**src/rtl/clock_counter_core.sv**
```systemverilog
// ============================================================================
// clock_counter_core: HH:MM:SS time-of-day plus debounced two-button press counter
// Rev 1.0
// ============================================================================
`default_nettype none

module clock_counter_core #(
    parameter int CLK_FREQ        = 25000000,
    parameter int DEBOUNCE_CYCLES = 250000,
    parameter int COUNT_MAX       = 99,
    parameter int BTN_ACTIVE_LOW  = 0
) (
    input  logic       clk,
    input  logic       rst,
    input  logic       btn_inc,
    input  logic       btn_clr,
    output logic [4:0] hour,
    output logic [5:0] min,
    output logic [5:0] sec,
    output logic [7:0] count,
    output logic       sec_tick,
    output logic       inc_pulse
);

    localparam int                c_PRESC_W    = (CLK_FREQ > 1) ? $clog2(CLK_FREQ) : 1;
    localparam int                c_DB_W       = $clog2(DEBOUNCE_CYCLES);
    localparam logic [c_PRESC_W-1:0] c_PRESC_LAST = c_PRESC_W'(CLK_FREQ - 1);
    localparam logic [c_DB_W-1:0] c_DB_LAST    = c_DB_W'(DEBOUNCE_CYCLES - 1);
    localparam logic [7:0]        c_CNT_MAX    = 8'(COUNT_MAX);

    logic [c_PRESC_W-1:0] r_presc;
    logic [4:0]           r_hour;
    logic [5:0]           r_min;
    logic [5:0]           r_sec;
    logic [7:0]           r_count;
    logic                 r_sec_tick;
    logic                 r_inc_pulse;

    // Index 0 = increment button, index 1 = clear button; 1 always means pressed.
    logic [1:0] w_raw;
    logic [1:0] w_press;

    assign w_raw = (BTN_ACTIVE_LOW != 0) ? ~{btn_clr, btn_inc} : {btn_clr, btn_inc};

    for (genvar gi = 0; gi < 2; gi++) begin : g_btn
        logic [1:0]        r_sync;
        logic [c_DB_W-1:0] r_db_cnt;
        logic              r_stable;
        logic              r_stable_q;

        always_ff @(posedge clk) begin
            if (rst) begin
                r_sync     <= 2'b00;
                r_db_cnt   <= '0;
                r_stable   <= 1'b0;
                r_stable_q <= 1'b0;
            end else begin
                r_sync     <= {r_sync[0], w_raw[gi]};
                r_stable_q <= r_stable;
                if (r_sync[1] == r_stable) begin
                    r_db_cnt <= '0;
                end else if (r_db_cnt == c_DB_LAST) begin
                    r_stable <= ~r_stable;
                    r_db_cnt <= '0;
                end else begin
                    r_db_cnt <= r_db_cnt + 1'b1;
                end
            end
        end

        assign w_press[gi] = r_stable & ~r_stable_q;
    end

    always_ff @(posedge clk) begin
        if (rst) begin
            r_presc     <= '0;
            r_sec_tick  <= 1'b0;
            r_hour      <= '0;
            r_min       <= '0;
            r_sec       <= '0;
            r_count     <= '0;
            r_inc_pulse <= 1'b0;
        end else begin
            r_sec_tick <= 1'b0;
            if (r_presc == c_PRESC_LAST) begin
                r_presc    <= '0;
                r_sec_tick <= 1'b1;
                // Full carry chain resolves in one edge so no illegal value is ever visible.
                if (r_sec == 6'd59) begin
                    r_sec <= '0;
                    if (r_min == 6'd59) begin
                        r_min  <= '0;
                        r_hour <= (r_hour == 5'd23) ? 5'd0 : r_hour + 5'd1;
                    end else begin
                        r_min <= r_min + 6'd1;
                    end
                end else begin
                    r_sec <= r_sec + 6'd1;
                end
            end else begin
                r_presc <= r_presc + 1'b1;
            end

            r_inc_pulse <= w_press[0];
            if (w_press[1]) begin
                r_count <= '0;
            end else if (w_press[0]) begin
                r_count <= (r_count == c_CNT_MAX) ? 8'd0 : r_count + 8'd1;
            end
        end
    end

    assign hour      = r_hour;
    assign min       = r_min;
    assign sec       = r_sec;
    assign count     = r_count;
    assign sec_tick  = r_sec_tick;
    assign inc_pulse = r_inc_pulse;

endmodule

`default_nettype wire

```
**config.mk**
```make
export PLATFORM = sky130hd
export DESIGN_NAME = clock_counter_core
export DESIGN_NICKNAME = d
export VERILOG_FILES = /design/src/rtl/clock_counter_core.sv
export SDC_FILE = /design/constraint.sdc
export NUM_CORES = 1
export LEC_CHECK = 0
export ABC_AREA = 1
export BUFFER_PORTS_ARGS = -buffer_cell sky130_fd_sc_hd__buf_4
export CORE_MARGIN = 2
export CORE_UTILIZATION = 53
export DETAILED_ROUTE_END_ITERATION = 10
export PLACE_DENSITY = 0.74
export SLEW_MARGIN = 20
export SYNTH_ARGS = -nofsm -noshare
export SYNTH_HDL_FRONTEND = slang
export SYNTH_SLANG_ARGS = --single-unit
```
**constraint.sdc**
```tcl
create_clock -name clk -period 2.7 [get_ports clk]
set_clock_uncertainty 0.1 [all_clocks]
set_input_delay 0.135 -clock clk [delete_from_list [all_inputs] [get_ports clk]]
set_output_delay 0.135 -clock clk [all_outputs]
set_load 0.01 [all_outputs]
```
; ---- After elaboration in Yosys (flattened, before gate mapping)
; Index checks and enable logic that the tools add are counted.
; Widths: inputs -> output; s select.
[totals]
register_bits = 96
in_bits = 4
output_inout_bits = 27
word_cells = 52
[op_classes]
add_sub_neg = 7
eq_ne = 9
n_mux = 5
n_bitwise = 8
reduce_logical = 8
[op_table]
columns = cell, n
row1 = $add 18x1->18 const B, 2
row2 = $eq 18x18->1 const B, 2
row3 = $add 25x1->25 const B, 1
row4 = $eq 25x25->1 const B, 1
row5 = $add 6x1->6 const B, 2
row6 = $eq 6x6->1 const B, 2
row7 = $mux 6, 2
row8 = $add 8x1->8 const B, 1
row9 = $eq 8x7->1 const B, 1
row10 = $mux 8, 1
row11 = $not 1->1, 6
row12 = $reduce_and 2->1, 3
row13 = $reduce_or 3->1, 2
row14 = $add 5x1->5 const B, 1
row15 = $eq 5x5->1 const B, 1
row16 = $mux 5, 1
row17 = $reduce_or 2->1, 2
row18 = $reduce_and 3->1, 1
row19 = $and 1x1->1, 2
row20 = $eq 1x1->1, 2
row21 = $mux 1, 1

; ---- Depth between registers and ports, before layout
[logic_depth]
word_depth = 3
mapped_depth = 10
ltp_nobuf = 10

; ---- Worst setup path before layout
; No wires, ideal clock.
[synth_timing]
path_kind = register to register
startpoint = register r_sec[0], in the netlist sec[0]
endpoint = register r_min[3], in the netlist min[3]
setup_ps = 109
arrival_ps = 1351
t_required_ps = 2491
path_slack_ps = 1140
path_stages_with_launch = 9
n_path_buf = 0
synth_period_minus_slack_ps = 1560
cell_sequence = dfxtp_1 > ha_1 > nand4_2 > inv_2 > nand3_4 > nand2_1 > nand2_1 > nand2_1 > inv_1
[synth_via]
elab_chain_cells = 2
[synth_rtl]
columns = element, line
row1 = from (decl), 34  ; logic [5:0] r_sec;
row2 = from (signal assigned), 98  ; r_sec <= r_sec + 6'd1;
row3 = $eq 6x6->1, 89  ; if (r_sec == 6'd59) begin
row4 = $reduce_and 2->1 (no source line), --
row5 = to (signal assigned), 95  ; r_min <= r_min + 6'd1;
row6 = to (decl), 33  ; logic [5:0] r_min;
; No other way between the ends.
; A chain may end at the register's enable or synchronous reset.

; ---- Final worst setup path
[layout_timing]
startpoint = input port rst
endpoint = register r_count[2], in the netlist count[2]
[layout_via]
elab_chain_cells = 1
[layout_rtl]
columns = element, line
row1 = from (decl), 14  ; input logic rst,
row2 = $reduce_or 2->1 (no source line), --
row3 = to (signal assigned), 108  ; r_count <= (r_count == c_CNT_MAX) ? 8'd0 : r_count + 8'd1;
row4 = to (decl), 35  ; logic [7:0] r_count;
; No other way between the ends.

==> impl_metrics.ini <==
[clock_tree]
htreeDepth = 3
clkSinkCount = 96
cts_buffers = 9
clkLatencyLatePin_ns = 0.36
cts.clk_slew.worst_paths_ns = 0.09
cts_buffer_depth = 2
cts_root_buf = clkbuf_8
postCtsSetupRepairBufs = 0
cts_tree = yes

[place]
port_buffers = 30
post-place-ws_ns = 0.883
place.gp.congestion = 0.896
dpl.hpwl_um = 7040
dp_cells = 825

[timing]
slew_headroom_pct = 68.6
hold_viol = 0
max_freq_mhz = 517
hold_slack_ns = 0.305
fin_tns_setup_ns = 0
period_share_pct = 71.6
period_needed_ns = 1.93
grt_setup_unrepaired = false
slew_viol_final = 0
tightest_slew_ns = 0.470
setup_ws_ns = 0.767
setup_violations = 0

[grt]
gr-total-overflow = 0
grt_pass1_vias = 4071
antenna_found_initial = 0
grt_pass1_wl_um = 16800
grt_use_total_pct = 20.6
grt_max_degree = 26

[critical_path]
crit_fanout = 18
endpoint = count[2]$_SDFFE_PP0P_
startpoint_type = input port
endpoint_kind = flop
required_ns = 2.88
r2r_start = r_presc[0]$_SDFF_PP0_
reg2reg_depth = 8
crit_start = rst
arrival_ns = 2.12
regToRegEndpoint = r_presc[2]$_SDFF_PP0_
path_class = in -> reg
cpPeakStageDelay_ns = 0.53
crit_top_cell = inv_1
regToRegSetupSlack_ns = 0.90
crit_chain = dlygate4sd3_1 -> buf_4 -> inv_1 -> o21ai_0 -> nor2_1 -> inv_1 -> nor3b_1
worst_path_max_delay_cell = dlygate4sd3_1

[final_layout]
finalNetCount = 744
final_cells = 846
multi_input_area_um2 = 2450
nFillCells = 809
drive_gt1_share_pct = 11.8
seqCellArea_um2 = 1920
diodes = 0
areaGrowthSynthToFinish_pct = 12.5

[logic_synthesis]
synth.distinct_cells = 35
synth_top_area_cell = dfxtp_1
yosys.area.top_type_share_pct = 40.2
synth-edff-count = 0
syn_avg_cell_area_um2 = 6.89
syn-num-nets = 705
synth_seq_area_share_pct = 40.2
async_flop_share_pct = 0
synth_flop_cell = dfxtp_1
synthesis.area_um2 = 4780
syn_inst = 694
synth_area_leaders = dfxtp_1, nand2_1, nor2_1
synth_warnings = 0
yosys_register_bits = 96

[power]
switching_share_pct = 20.4
power_mw = 2.58
cellLeakagePower_nw = 1.97
seq_power_share_pct = 55.3
ir_worst_vdd_mv = 0.305
clockPowerShare_pct = 42.9
power_switching_uw = 526
power_frac_comb_pct = 1.8
powerDensity_nw_per_um2 = 480
p_int_mw = 2.05

[floorplanning]
die_y_um = 99.0
die_area_um2 = 9800
coreArea_um2 = 8720
ioPinCount = 31
fp-row-count = 34
die_w_um = 99.0
initial_utilization_pct = 54.8

[drt]
wire_per_inst_um = 11.2
drt_pass1_iterations = 5
drt-vias-per-instance = 5.07
drt-total-wl_um = 9490
vias = 4289
drc = 0
dr.first_iter.drc_count = 155
ant_nets = 0

[status]
outcome = finished clean

[worst_hold_path]
hp-class = reg -> reg

[run]
drv_cap = 0
-- power groups by stage --
stage	registers [mW]	clock network [mW]	logic, mW
final	1.43	1.11	0.0463
after global routing	1.43	1.19	0.0545
after CTS	1.43	1.13	0.0468
after detailed placement	1.46	0	0.0408
after global placement	1.46	0	0.0404
after floorplan	1.46	0	0.0342
-- cell usage in the layout, fill, tap and decap left out, drive strengths merged, types with 5 or more instances in the layout --
cell type,count
nand3,41
xnor2,8
o21ai,14
dlygate4sd3,5
nor3,29
inv,94
ha,7
nand2,163
dfxtp,96
buf,30
nand4,23
xor2,16
or2,9
clkbuf,11
a21oi,44
nor2,131
-- layout make-up --
cell class / instances / share of cell area (%)
well taps: 108 / 2.51
clock buffers: 11 / 2.44
repair buffers: 35 / 5.12
multi-input cells: 496 / 45.6
inverters: 95 / 6.63
clock inverters: 5 / 1.95
flip-flops and latches: 96 / 35.7
-- worst min-delay path by stage --
| stage | startpoint | endpoint | slack [ns] | depth (start not counted) |
|---|---|---|---|---|
| global route | g_btn[0].r_sync[0]$_SDFF_PP0_ | g_btn[0].r_sync[1]$_SDFF_PP0_ | 0.33 | 2 |
| CTS | g_btn[1].r_sync[0]$_SDFF_PP0_ | g_btn[1].r_sync[1]$_SDFF_PP0_ | 0.31 | 2 |
| finish | g_btn[1].r_sync[0]$_SDFF_PP0_ | g_btn[1].r_sync[1]$_SDFF_PP0_ | 0.30 | 2 |
| detailed placement | btn_inc | g_btn[0].r_sync[0]$_SDFF_PP0_ | 0.24 | 3 |
| floorplan | btn_inc | g_btn[0].r_sync[0]$_SDFF_PP0_ | 0.14 | 2 |
| global placement | btn_clr | g_btn[1].r_sync[0]$_SDFF_PP0_ | 0.24 | 3 |
-- state kept, by name, indices dropped and copies added (netlist names) --
| signal | flops |
|---|---|
| hour | 5 |
| min | 6 |
| count | 8 |
| g_btn.r_stable_q | 2 |
| sec | 6 |
| r_presc | 25 |
| sec_tick | 1 |
| inc_pulse | 1 |
| g_btn.r_db_cnt | 36 |
| g_btn.r_stable | 2 |
| g_btn.r_sync | 4 |
-- per-layer routing --
metal / vias up / GRT usage [%] / share of wire, %
met2: 74 / 36.2 / 48
met1: 1920 / 25.2 / 46
met4: 0 / 8.32 / 1.6
li1: 2281 / - / -
met3: 14 / 2.98 / 3.7
met5: - / 0 / 0
-- cells in the mapped netlist, drive strengths merged, types with 3 or more instances --
cell	n
o21bai	3
nand3b	3
xor2	16
buf	6
ha	7
inv	94
nand3	41
a21oi	44
nand4	23
dfxtp	96
nor3	29
or2	9
o21ai	14
nand2	163
nor2	131
xnor2	8
-- through the flow --
step	cell area (um2)	util, %
5_1_grt	5380	61.7
2_1_floorplan	4780	-
4_1_cts	5380	61.7
6_report	5380	61.7
3_5_place_dp	5090	58.4
3_3_place_gp	5090	58.4
-- what timing repair did --
| item | 4_1_cts | 5_1_grt |
|---|---|---|
| hold buffers | 5 | 0 |
| gates resized for setup | 0 | 0 |
| hold endpoints to repair | 12 | 0 |
-- critical path, delay by kind of cell --
family                 cells  cell delay, ns
AOI/OAI and AO/OA          1            0.26
buffers and inverters      4            1.21
and+or+nand+nor            2            0.50
-- logic make-up after synthesis --
family / Yosys count / share of synthesized area, %
compound gates: 61 / 6.54
flops: 96 / 40.2
fa+ha+maj: 7 / 1.83
xor+xnor: 24 / 4.40
buf+inv: 102 / 8.53
simple gates: 404 / 38.5
Note: power is estimated with default switching activity, not from simulation.
